`src/rtl/load_store_unit.sv`:
```
// ============================================================================
// load_store_unit : single-outstanding load/store initiator for a 64 KiB
//                   byte-addressed data memory with a registered response.
// Revision        : 1.0
// ============================================================================
`default_nettype none

module load_store_unit (
  input  logic        clk,
  input  logic        rst_n,
  input  logic        req_valid,
  output logic        req_ready,
  input  logic        req_we,
  input  logic [2:0]  req_funct3,
  input  logic [63:0] req_addr,
  input  logic [63:0] req_wdata,
  output logic        rsp_valid,
  input  logic        rsp_ready,
  output logic [63:0] rsp_rdata,
  output logic        rsp_fault,
  output logic [7:0]  mem_w_mask,
  output logic [15:0] mem_address,
  output logic [63:0] mem_write_data,
  input  logic [63:0] mem_read_data
);

  localparam int unsigned DW = 64;
  localparam int unsigned AW = 16;

  typedef enum logic [1:0] {
    ST_IDLE   = 2'd0,
    ST_ACCESS = 2'd1,
    ST_RESP   = 2'd2
  } state_t;

  state_t          r_state;
  state_t          w_next;
  logic            r_we;
  logic [2:0]      r_funct3;
  logic [AW-1:0]   r_addr;
  logic [DW-1:0]   r_wdata;
  logic            r_fault;
  logic [DW-1:0]   r_rdata;
  logic            r_rsp_fault;
  logic            w_accept;
  logic            w_req_fault;
  logic [DW-1:0]   w_ext;
  logic [7:0]      w_mask;

  assign req_ready = (r_state == ST_IDLE) || ((r_state == ST_RESP) && rsp_ready);
  assign w_accept  = req_valid && req_ready;
  assign rsp_valid = (r_state == ST_RESP);
  assign rsp_rdata = r_rdata;
  assign rsp_fault = r_rsp_fault;

  assign mem_address    = r_addr;
  assign mem_write_data = r_wdata;
  assign mem_w_mask     = w_mask;

  // Out-of-range address or a funct3 with no encoding for the direction.
  assign w_req_fault = (req_addr[63:AW] != '0) ||
                       (req_we ? req_funct3[2] : (req_funct3 == 3'b111));

  always_comb begin
    w_next = r_state;
    case (r_state)
      ST_IDLE:   if (w_accept) w_next = ST_ACCESS;
      ST_ACCESS: w_next = ST_RESP;
      ST_RESP:   if (rsp_ready) w_next = w_accept ? ST_ACCESS : ST_IDLE;
      default:   w_next = ST_IDLE;
    endcase
  end

  // Mask is purely combinational on state so an async reset kills it at once.
  always_comb begin
    w_mask = 8'h00;
    if ((r_state == ST_ACCESS) && r_we && !r_fault) begin
      case (r_funct3[1:0])
        2'b00:   w_mask = 8'h01;
        2'b01:   w_mask = 8'h03;
        2'b10:   w_mask = 8'h0F;
        default: w_mask = 8'hFF;
      endcase
    end
  end

  always_comb begin
    w_ext = '0;
    case (r_funct3)
      3'b000:  w_ext = {{56{mem_read_data[7]}},  mem_read_data[7:0]};
      3'b001:  w_ext = {{48{mem_read_data[15]}}, mem_read_data[15:0]};
      3'b010:  w_ext = {{32{mem_read_data[31]}}, mem_read_data[31:0]};
      3'b011:  w_ext = mem_read_data;
      3'b100:  w_ext = {56'd0, mem_read_data[7:0]};
      3'b101:  w_ext = {48'd0, mem_read_data[15:0]};
      3'b110:  w_ext = {32'd0, mem_read_data[31:0]};
      default: w_ext = '0;
    endcase
  end

  always_ff @(posedge clk or negedge rst_n) begin
    if (!rst_n) begin
      r_state     <= ST_IDLE;
      r_we        <= 1'b0;
      r_funct3    <= 3'b000;
      r_addr      <= '0;
      r_wdata     <= '0;
      r_fault     <= 1'b0;
      r_rdata     <= '0;
      r_rsp_fault <= 1'b0;
    end else begin
      r_state <= w_next;
      if (w_accept) begin
        r_we     <= req_we;
        r_funct3 <= req_funct3;
        r_addr   <= req_addr[AW-1:0];
        r_wdata  <= req_wdata;
        r_fault  <= w_req_fault;
      end
      // Response registers only move at the end of ACCESS, so they hold in RESP.
      if (r_state == ST_ACCESS) begin
        r_rdata     <= (r_we || r_fault) ? '0 : w_ext;
        r_rsp_fault <= r_fault;
      end
    end
  end

endmodule

`default_nettype wire
```
`config.mk`:
```
export PLATFORM = sky130hd
export DESIGN_NAME = load_store_unit
export DESIGN_NICKNAME = d
export VERILOG_FILES = /design/src/rtl/load_store_unit.sv
export SDC_FILE = /design/constraint.sdc
export NUM_CORES = 1
export LEC_CHECK = 0
export ABC_AREA = 1
export CAP_MARGIN = 25
export CORE_AREA = 2 2 139 141
export CTS_BUF_LIST = sky130_fd_sc_hd__clkbuf_16
export DETAILED_ROUTE_END_ITERATION = 8
export DIE_AREA = 0 0 141 143
export PLACE_DENSITY = 0.74
export SLEW_MARGIN = 20
export SYNTH_ARGS = -nofsm -noshare
export SYNTH_HDL_FRONTEND = slang
export SYNTH_SLANG_ARGS = --single-unit
```
`constraint.sdc`:
```
create_clock -name clk -period 3.15 [get_ports clk]
set_input_delay 0.7875 -clock clk [delete_from_list [all_inputs] [get_ports clk]]
set_output_delay 0.7875 -clock clk [all_outputs]
set_load 0.02 [all_outputs]
```
== Word level (Yosys, flattened, before mapping) ==
Index checks and enable logic that the tools add are counted.

* Reductions and logical operators: 13
* Multiply operators: 0
* Multiplexer cells: 9
* Add/sub/neg operators: 0
* Div/mod/pow operators: 0
* Equality and inequality tests: 13
* Order comparisons: 0
* Bitwise logic cells: 0
* Shifts and indexed selects: 0

{| class="wikitable"
|+ Operator list
! kind !! count
|-
| 64-bit case mux with 7 select lines || 1
|-
| 64-bit 2-to-1 mux || 1
|-
| 48-bit nonzero test || 1
|-
| 8-bit case mux with 3 select lines || 1
|-
| 3-bit equality test (second input constant) || 4
|-
| 8-bit 2-to-1 mux || 1
|-
| 3-bit by 2-bit equality test with 1-bit output (second input constant) || 2
|-
| 2-bit case mux with 3 select lines || 1
|-
| 2-bit by 1-bit equality test with 1-bit output (second input constant) || 2
|-
| 2-bit equality test (second input constant) || 2
|-
| 1-bit logical AND || 4
|-
| 2-bit logical NOT || 2
|-
| 2-bit 2-to-1 mux || 2
|-
| 3-bit by 1-bit equality test with 1-bit output (second input constant) || 1
|-
| 3-bit logical NOT || 1
|-
| 1-bit logical OR || 3
|-
| 1-bit 2-to-1 mux || 2
|-
| 2-bit by 1-bit inequality test with 1-bit output (second input constant) || 1
|-
| 2-bit inequality test (second input constant) || 1
|-
| 2-bit AND reduction || 1
|-
| 1-bit logical NOT || 1
|}

* Output and inout port bits: 155
* Register bits: 152
* Input bits: 200
* Logic and storage cells: 43
* Memories: 0
* Memory bits (read-only): 0
* Latch bits: 0
* RAM bits: 0

== Longest topological paths before layout ==
Gate-level depths: netlist of run 1.

* Word-level depth: 7
* Depth in mapped cells: 8
* Mapped depth without buffers: 7

== Worst setup path before layout of run 1 ==
Ideal clock, no wire load.

* Path kind: register -> output
* From: reg r_state[1]
* To: out mem_w_mask[5]
* Stages on the path, launching flop included: 7
* Data arrival time: 1,417 ps
* Slack: 945 ps
* Data required time: 2,362 ps
* Cells stage by stage: dfrtp_1 inv_1 nand2_1 nor2_1 nand2_1 nor2_1 buf_4

* Longest elaborated chain between the ends: 4

{| class="wikitable"
|+ RTL lines
! what !! RTL line !! RTL
|-
| from (decl) || 36 || <nowiki>state_t r_state;</nowiki>
|-
| from (signal assigned) || 112 || <nowiki>r_state <= w_next;</nowiki>
|-
| 2-bit by 1-bit equality test with 1-bit output || 77 || <nowiki>if ((r_state == ST_ACCESS) && r_we && !r_fault) begin</nowiki>
|-
| 1-bit logical AND (2 in a row) || 77 ||
|-
| 8-bit 2-to-1 mux || 77 ||
|-
| to (decl) || 21 || <nowiki>output logic [7:0] mem_w_mask,</nowiki>
|}

Every way passes these cells.

== Worst setup path in the final report of run 1 ==
Same ends and word-level chain as after synthesis.

==> impl_metrics.json, run 1 <==
{
  "grt_start_max_net_pins": 90,
  "post-route-util_pct": 58.44,
  "outcome": "finished clean",
  "crit_chain": "inv_1 > nand2_2 > nor2_1 > nand2_1 > nor2_4 > clkdlybuf4s50_1",
  "worstHoldPathType": "input pin to asynchronous set/reset pin",
  "via_per_inst": 4.521,
  "period_needed_ns": 2.973,
  "syn-instance-count": 844,
  "cts_setup_buffers": 0,
  "start_util_pct": 35.53,
  "slew_viol_final": 0,
  "worstMarginPinSlew_ns": 0.6806,
  "insertion_delay_ns": 0.42,
  "critical_path.max_fanout": 4,
  "n_fill_cell": 1653,
  "grtUsageTotal_pct": 21.00,
  "cts_buffer_depth": 2,
  "crit_required_ns": 2.36,
  "routed_wirelength_um": 20800,
  "detail-route-antenna-nets": 0,
  "cts_buffers": 17,
  "setup_viol": 0,
  "antenna_found_initial": 0,
  "endpoint_kind": "output pin",
  "powerDensity_nw_per_um2": 569.1,
  "leakage_nw": 5.416,
  "rsz0062_at_grt": "false",
  "yosysSeqAreaShare_pct": 57.62,
  "cts.clk_slew.worst_paths_ns": 0.06,
  "grt_overflow": 0,
  "ys_seq_elements": 152,
  "r2r-start": "r_funct3[1]",
  "drc": 0,
  "rows": 50,
  "hold_violations": 0,
  "rrSetupSlack_ns": 1.43,
  "fin_area_um2": 10860,
  "synth_cell_types": 19,
  "ir_worst_vdd_uv": 345.3,
  "synth_nets": 1044,
  "whs_ns": 0.3608,
  "fin_tns_setup_ns": 0,
  "root_buffer": "clkbuf_16",
  "crit_path_start_kind": "register",
  "htreeDepth": 4,
  "startpoint": "r_state[1]",
  "routedWlPerCell_um": 14.56,
  "p_total_mw": 6.180,
  "core_area_um2": 18580,
  "cts_tree": "built",
  "die_h_um": 143,
  "synthesis.area_um2": 6601,
  "crit_buf_inv": 2,
  "cts_hold_buf": 0,
  "critical_path.top_delay_family": "buffers and inverters",
  "period_share_pct": 94.37,
  "place_area_um2": 10280,
  "drive_above_1_share_pct": 4.770,
  "gp_congestion": 0.8128,
  "die_w_um": 141,
  "synth.avg_cell_area_um2": 7.821,
  "grt_pass1_vias": 6455,
  "critical_path_arrival_ns": 2.19,
  "io_buffers": 354,
  "regToRegEndpoint": "rsp_rdata[41]",
  "first_pass_iters": 4,
  "synth-warning-count": 0,
  "diodes": 0,
  "die-area_um2": 20160,
  "drt_iter0_markers": 276,
  "area_delta_synth_final_pct": 64.48,
  "drv_cap": 0,
  "crit_slowest_cell": "clkdlybuf4s50_1",
  "relSlewSlack_pct": 54.63,
  "hpwl_um": 14630,
  "skew_ns": 0.006316,
  "max_freq_mhz": 336.4,
  "rr_worst_depth": 7,
  "top_level_ports": 355,
  "grt_pass1_wl_um": 33440,
  "finalNetCount": 1382,
  "max_stage_delay_ns": 0.64,
  "cts.sinks": 152,
  "path_class": "register to output pin",
  "num_vias": 6461
}
[how the worst max path moves through the flow]
stage                    end  slack [ns]  depth (start not counted)
2_1_floorplan  mem_w_mask[5]        0.95                          6
3_3_place_gp       req_ready        0.25                          6
3_5_place_dp       req_ready        0.26                          6
4_1_cts        mem_w_mask[5]        0.05                          6
5_1_grt        mem_w_mask[5]        0.03                          6
6_report       mem_w_mask[5]        0.18                          6
[layout by cell type (no fill, tap or decap)]
cell | synthesis | routed
nand3_2 | 0 | 1
clkinv_2 | 0 | 2
nand4_1 | 1 | 1
buf_6 | 7 | 1
a21oi_1 | 3 | 3
nor2_1 | 40 | 39
clkbuf_16 | 0 | 17
buf_12 | 0 | 2
nor2_4 | 0 | 2
inv_8 | 0 | 2
clkdlybuf4s50_1 | 0 | 353
or2_2 | 1 | 1
dfrtp_1 | 152 | 152
nand3b_2 | 1 | 1
inv_1 | 10 | 10
clkinvlp_4 | 0 | 3
clkinv_1 | 0 | 1
nor2_2 | 2 | 1
nand3_1 | 41 | 40
inv_6 | 0 | 4
inv_2 | 5 | 5
o21ai_0 | 7 | 7
buf_4 | 9 | 9
clkinv_4 | 0 | 2
a21oi_4 | 1 | 1
nand2_1 | 532 | 531
nand2_2 | 0 | 1
inv_4 | 1 | 1
o21ai_1 | 1 | 1
bufinv_16 | 0 | 1
[cells in the mapped netlist]
cell	n	area share (%)
a21oi_4	1	0.25
dfrtp_1	152	58
nand4_1	1	0.095
o21ai_1	1	0.076
o21ai_0	7	0.53
nand2_1	532	30
buf_6	7	1.2
inv_2	5	0.28
nand3b_2	1	0.17
buf_2	13	0.99
clkbuf_1	17	0.97
a21oi_1	3	0.23
buf_4	9	1.0
inv_1	10	0.57
nor2_2	2	0.19
or2_2	1	0.095
inv_4	1	0.095
nor2_1	40	2.3
nand3_1	41	3.1
[cell families after synthesis]
logic type / count (synthesis) / share of synthesized area (%)
AOI/OAI and AO/OA: 12 / 1.080
and+or+nand+nor: 618 / 36.18
buffers and inverters: 62 / 5.118
DFF: 152 / 57.62
[metrics by stage]
| step | worst slack, ns | std cells |
|---|---|---|
| after detailed placement | 0.2636 | 1397 |
| after floorplan | 0.9452 | 844 |
| after CTS | 0.05490 | 1429 |
| final | 0.1774 | 1429 |
| after global routing | 0.02709 | 1429 |
| after global placement | 0.2479 | 1397 |
[per-layer routing]
layer | GRT usage [%] | vias up | wire (µm)
met5 | 0 | - | 0
met4 | 5.789 | 0 | 278
met3 | 8.786 | 18 | 2186
met2 | 34.53 | 240 | 9838
met1 | 25.55 | 2972 | 8501
li1 | - | 3231 | -
[timing repair]
action,in CTS,in global routing
setup endpoints to repair,4,4
endpoints found under the hold margin,0,0
gates resized for setup,1,1
[where the power goes]
part	total [mW]	switching (mW)	internal (mW)	leakage, nW
Combinational	1.84	0.988	0.848	3.17
Sequential	2.36	0.155	2.21	1.97
Clock	1.98	0.876	1.10	0.272
[state kept, by name, indices dropped and copies added, names as in the netlist]
name	flops
r_we	1
r_state	2
r_funct3	3
mem_write_data	64
r_fault	1
mem_address	16
rsp_fault	1
rsp_rdata	64
[layout make-up]
type	instances	area (µm²)	area share [%]
Multi-Input combinational cell	630	2480	22.84
Timing Repair Buffer	365	3652	33.64
Sequential cell	152	3804	35.03
Clock buffer	17	425.4	3.918
Inverter	16	62.56	0.5762
Clock inverter	15	141.4	1.302
Tap cell	234	292.8	2.696
Note: power is estimated with default switching activity, not from simulation.
==> run 2: changes to the inputs <==
- ABC_AREA: 1 -> 0
- CORE_AREA: 2 2 139 141 -> 2 2 137 139
- DIE_AREA: 0 0 141 143 -> 0 0 139 141
- PLACE_DENSITY: 0.74 -> 0.73
==> run 2 against run 1 <==
Final area shrank 2.7%; synthesized cell count shrank 41%; synthesized area shrank 7.3%.
==> impl_metrics.json, run 2 <==
{
  "via_per_inst": 4.828,
  "synth_edf_count": 0,
  "period_share_pct": 94.25,
  "finalNetCount": 1044,
  "synthesis.area_um2": 6120,
  "synthAdderAreaFrac_pct": 0,
  "placed_cells": 1059,
  "max_freq_mhz": 336.8,
  "synthSimpleGateAreaFrac_pct": 6.911,
  "cts_buffers": 17,
  "regToRegEndpoint": "rsp_rdata[17]",
  "synth_top_family_by_area": "multiplexers",
  "insertion_delay_ns": 0.42,
  "synth_most_common_cell": "dfrtp_1",
  "die_h_um": 141,
  "synth-warning-count": 0,
  "drive_above_1_share_pct": 16.10,
  "drv_cap": 0,
  "skew_ns": 0.01183,
  "routed_wirelength_um": 19850,
  "first_pass_iters": 4,
  "grt_pass1_vias": 5539,
  "synth_area_leaders": "dfrtp_1 62%, mux2_2 16%, a21oi_1 4.7%",
  "p_total_mw": 6.714,
  "root_buffer": "clkbuf_16",
  "ir_worst_vdd_uv": 360.2,
  "setup_viol": 0,
  "top_level_ports": 355,
  "synth_commonest_cells": "152 x dfrtp_1, 85 x mux2_2, 58 x a21oi_1, 58 x nand2_1, 41 x o21ai_1",
  "drt_iter0_markers": 276,
  "yosysSeqAreaShare_pct": 62.15,
  "ys_seq_elements": 152,
  "routedWlPerCell_um": 18.20,
  "slew_viol_final": 0,
  "ys_async_sr_fraction_pct": 100.0,
  "path_class": "input pin to output pin",
  "grtUsageTotal_pct": 20.47,
  "drc": 0,
  "relSlewSlack_pct": 46.98,
  "endpoint_kind": "output pin",
  "antenna_found_initial": 0,
  "htreeDepth": 4,
  "crit_path_start_kind": "input pin",
  "powerDensity_nw_per_um2": 635.7,
  "synth_cell_types": 30,
  "grt_overflow": 0,
  "critical_path.max_fanout": 3,
  "cts_tree": "built",
  "grt_start_max_net_pins": 69,
  "worstHoldPathType": "input pin to asynchronous set/reset pin",
  "cts.clk_slew.worst_paths_ns": 0.06,
  "rsz0062_at_grt": "false",
  "ys.flop_type": "dfrtp_1",
  "cts_buffer_depth": 2,
  "synth_top_area_cell": "dfrtp_1",
  "layout_commonest_cell": "clkdlybuf4s50_1",
  "worstMarginPinSlew_ns": 0.7953,
  "final_cells": 1091,
  "synthMuxAreaShare_pct": 15.80,
  "gp_congestion": 0.7875,
  "r2r-start": "r_state[1]",
  "critical_path_arrival_ns": 2.18,
  "yosys.area_share.xor_xnor_pct": 0,
  "synth.avg_cell_area_um2": 12.34,
  "whs_ns": 0.3464,
  "synth_top_area_share_pct": 62.15,
  "layout_common_cells": "353 x clkdlybuf4s50_1, 152 x dfrtp_1, 85 x mux2_2",
  "cts.sinks": 152,
  "start_util_pct": 33.50,
  "cts_setup_buffers": 0,
  "cts_resized": 0,
  "area_delta_synth_final_pct": 72.58,
  "hpwl_um": 14630,
  "grt_pass1_wl_um": 31070,
  "rr_worst_depth": 4,
  "cts_hold_buf": 0,
  "die_w_um": 139,
  "die-area_um2": 19600,
  "rows": 50,
  "synth_nets": 696,
  "core_area_um2": 18270,
  "outcome": "finished clean",
  "io_buffers": 354,
  "synth-compound-area-share_pct": 11.43,
  "diodes": 0,
  "rrSetupSlack_ns": 0.83,
  "crit_required_ns": 2.36,
  "leakage_nw": 4.280,
  "syn-instance-count": 496,
  "period_needed_ns": 2.969,
  "detail-route-antenna-nets": 0,
  "fin_tns_setup_ns": 0,
  "num_vias": 5267,
  "hold_violations": 0
}
==> run 2: logic make-up after synthesis <==
| family | after synthesis |
|---|---|
| simple gates | 89 |
| flops | 152 |
| mux | 86 |
| compound gates | 128 |
| buf+inv | 41 |
==> run 2: per-stage QoR <==
stage                     utilization [%]  cell area (µm²)  worst slack, ns
after CTS                           57.80            10560          0.07088
after floorplan                         -             6120           0.6857
final                               57.82            10560           0.1811
after global routing                57.82            10560          0.04705
after detailed placement            54.12             9886           0.1920
after global placement              54.08             9878           0.2068
==> run 2: cell type report <==
class,instances,area [µm²]
Tap cell,234,292.8
Timing Repair Buffer,367,3667
Inverter,3,11.26
Sequential cell,152,3804
Clock buffer,17,425.4
Multi-Input combinational cell,303,2113
Clock inverter,15,247.7
Fill cell,1563,7706
==> run 2: worst max-delay path by stage <==
stage	to	slack [ns]	start
2_1_floorplan	mem_w_mask[5]	0.69	r_state[1]
3_3_place_gp	req_ready	0.21	rsp_ready
3_5_place_dp	req_ready	0.19	rsp_ready
4_1_cts	mem_w_mask[7]	0.07	r_state[1]
5_1_grt	mem_w_mask[7]	0.05	r_state[1]
6_report	req_ready	0.18	rsp_ready
==> run 2: per-layer routing <==
metal	share of wire, %	GRT usage, %	up-vias
met3	5.9	5.401	32
met1	39	24.43	2565
met2	53	35.91	213
met4	2.3	7.124	0
li1	-	-	2457
met5	0	0	-
==> run 2: power breakdown <==
group | switching (mW) | internal (mW) | total, mW | leakage (nW)
sequential | 0.172 | 2.24 | 2.41 | 1.92
clock | 0.843 | 1.49 | 2.34 | 0.332
combinational | 0.940 | 1.03 | 1.97 | 2.03
total | 1.96 | 4.76 | 6.71 | 4.28
==> run 2: worst max-delay path, stage by stage <==
cell and delay, ns:
clkdlybuf4s50_1 0.49, inv_1 0.10, a21oi_1 0.18, clkdlybuf4s50_1 0.62
==> RTL edit, RTL diff (flow settings as in run 1) <==
Register the output `rsp_fault` once more, with the module's reset; this adds one clock of latency there. The other outputs are not delayed to match.
--- a/src/rtl/load_store_unit.sv
+++ b/src/rtl/load_store_unit.sv
@@ -52,5 +52,11 @@
   assign rsp_valid = (r_state == ST_RESP);
   assign rsp_rdata = r_rdata;
-  assign rsp_fault = r_rsp_fault;
+  always_ff @(posedge clk or negedge rst_n) begin
+    if (!rst_n) begin
+      rsp_fault <= '0;
+    end else begin
+      rsp_fault <= r_rsp_fault;
+    end
+  end
 
   assign mem_address    = r_addr;
Formal check against the unedited RTL: not equivalent (Yosys sat finds a counterexample within 4 cycles, from zero or initial values and one cycle with rst_n low).
==> RTL edit against run 1 <==
Power increased by 1.8%. Cell area increased by 0.53%. Wire length increased by 4.0%. Clock skew increased by 0.0010 ns. Cell count about the same. Die area unchanged. Area after synthesis increased by 0.38%. Worst setup slack improved by 0.0020 ns. Sequential cell count increased by 1.
==> RTL edit: results (changes against run 1) <==
outcome: "completed"
critPathSlowestCell: "clkdlybuf4s50_1"
wl_per_cell_um: 15.1  # +3.9%
worstMarginPinSlew_ns: 0.690  # +0.00917 ns
placed_area_mm2: 0.0103  # +0.22%
grt_first_pass_wirelength_um: 34400  # +2.9%
met3WireLength_um: 2330  # +6.6%
yosys-top-cells-area: "dfrtp_1 (58%), nand2_1 (30%), nand3_1 (3.1%)"
grt_util_met3: 0.0936  # +0.00570
fin_cells: 1430  # +0.070%
via_count: 6527  # +1.0%
antenna_found_initial: 3  # +3
syn_area_per_cell_um2: 7.84  # +0.26%
async_flop_share: 1.00  # unchanged
clkSinkCount: 153  # +0.66%
grt_start_max_net_pins: 81  # -10%
use_met1: 0.270  # +0.0143
wl_met1_um: 8900  # +4.7%
synthTopCellsByCount: "nand2_1 (532), dfrtp_1 (153), nand3_1 (41), nor2_1 (40), clkbuf_1 (17)"
crit_family: "buffers and inverters"
cts_setup_buffers: 0  # unchanged
placed_cells: 1396  # -0.072%
htreeDepth: 4  # unchanged
detailed_place_hpwl_um: 15500  # +6.0%
synthMuxAreaShare: 0  # unchanged
power_frac_seq: 0.379  # -0.003
root_buffer: "clkbuf_16"
wl_met2_um: 9870  # +0.37%
grt_pass1_vias: 6554  # +1.5%
drt_first_pass_iters: 6  # +2
clock_latency_ns: 0.42  # about the same
ys_seq_area_frac: 0.578  # +0.00160
path_clk_slew_ns: 0.06  # about the same
worst_path_largest_cell_delay_ns: 0.66  # +0.02 ns
synth_compound_area_frac: 0.0108  # -0.0000408
gp_congestion: 0.830  # +2.1%
irDropWorstVdd_mv: 0.382  # +11%
synth-adder-area-share: 0  # unchanged
numCtsBuffers: 17  # unchanged
finClkSkew_ns: 0.00734  # +0.00103 ns
drtIter0Drc: 313  # +13%
p_sw_mw: 2.04  # +0.83%
grt_use_met2: 0.342  # -0.00308
dr.max_layer_used: "met5"
io_buffers: 354  # unchanged
power.share.clock: 0.328  # +0.007
multi_input_area_mm2: 0.00247  # -0.20%
clock_path_buffers: 2  # unchanged
ys_warn_count: 0  # unchanged
p_leak_nw: 5.52  # +2.0%
synth_nets: 1045  # +0.096%
fillCellCount: 1654  # +0.060%
synth_cell_types: 19  # unchanged
grt_use_total: 0.217  # +0.00728
drive_gt1_frac: 0.0452  # -0.00247
r2r-start: "r_funct3[1]$_DFFE_PN0P_"
worstHoldPathType: "primary input to async pin"
cts_resized: 1  # unchanged
dp_slack_ns: 0.252  # -0.0118 ns
synth_xor_area_frac: 0  # unchanged
[RTL edit: cell count changes in the layout (fill, tap and decap cells not counted), sizes merged, moves of 2 or more]
cell	before	now
dlymetal6s2s	0	5
diode	0	2
buf	12	10
clkinv	5	1
inv	22	24
clkdlybuf4s50	353	348
[RTL edit: worst paths after layout]
path / to / slack (ns) / cells past startpoint
max: mem_w_mask[2] / 0.18 / 6
min: rsp_rdata[3]$_DFFE_PN0N_ / 0.24 / 1
max reg2reg: rsp_rdata[19]$_DFFE_PN0N_ / 1.36 / 7
min reg2reg: rsp_fault$_DFF_PN0_ / 0.40 / 0
max in group asynchronous: mem_write_data[9]$_DFFE_PN0P_ / 2.16 / 2
min in group clk: rsp_fault$_DFF_PN0_ / 0.40 / 0
[RTL edit: area by class of cell]
class / instances / area share
diodes: 2 / 0.000459
well taps: 234 / 0.0268
multi-input cells: 630 / 0.227
inverters: 16 / 0.00573
clock buffers: 17 / 0.0390
repair buffers: 363 / 0.336
flip-flops and latches: 153 / 0.351
clock inverters: 15 / 0.0150
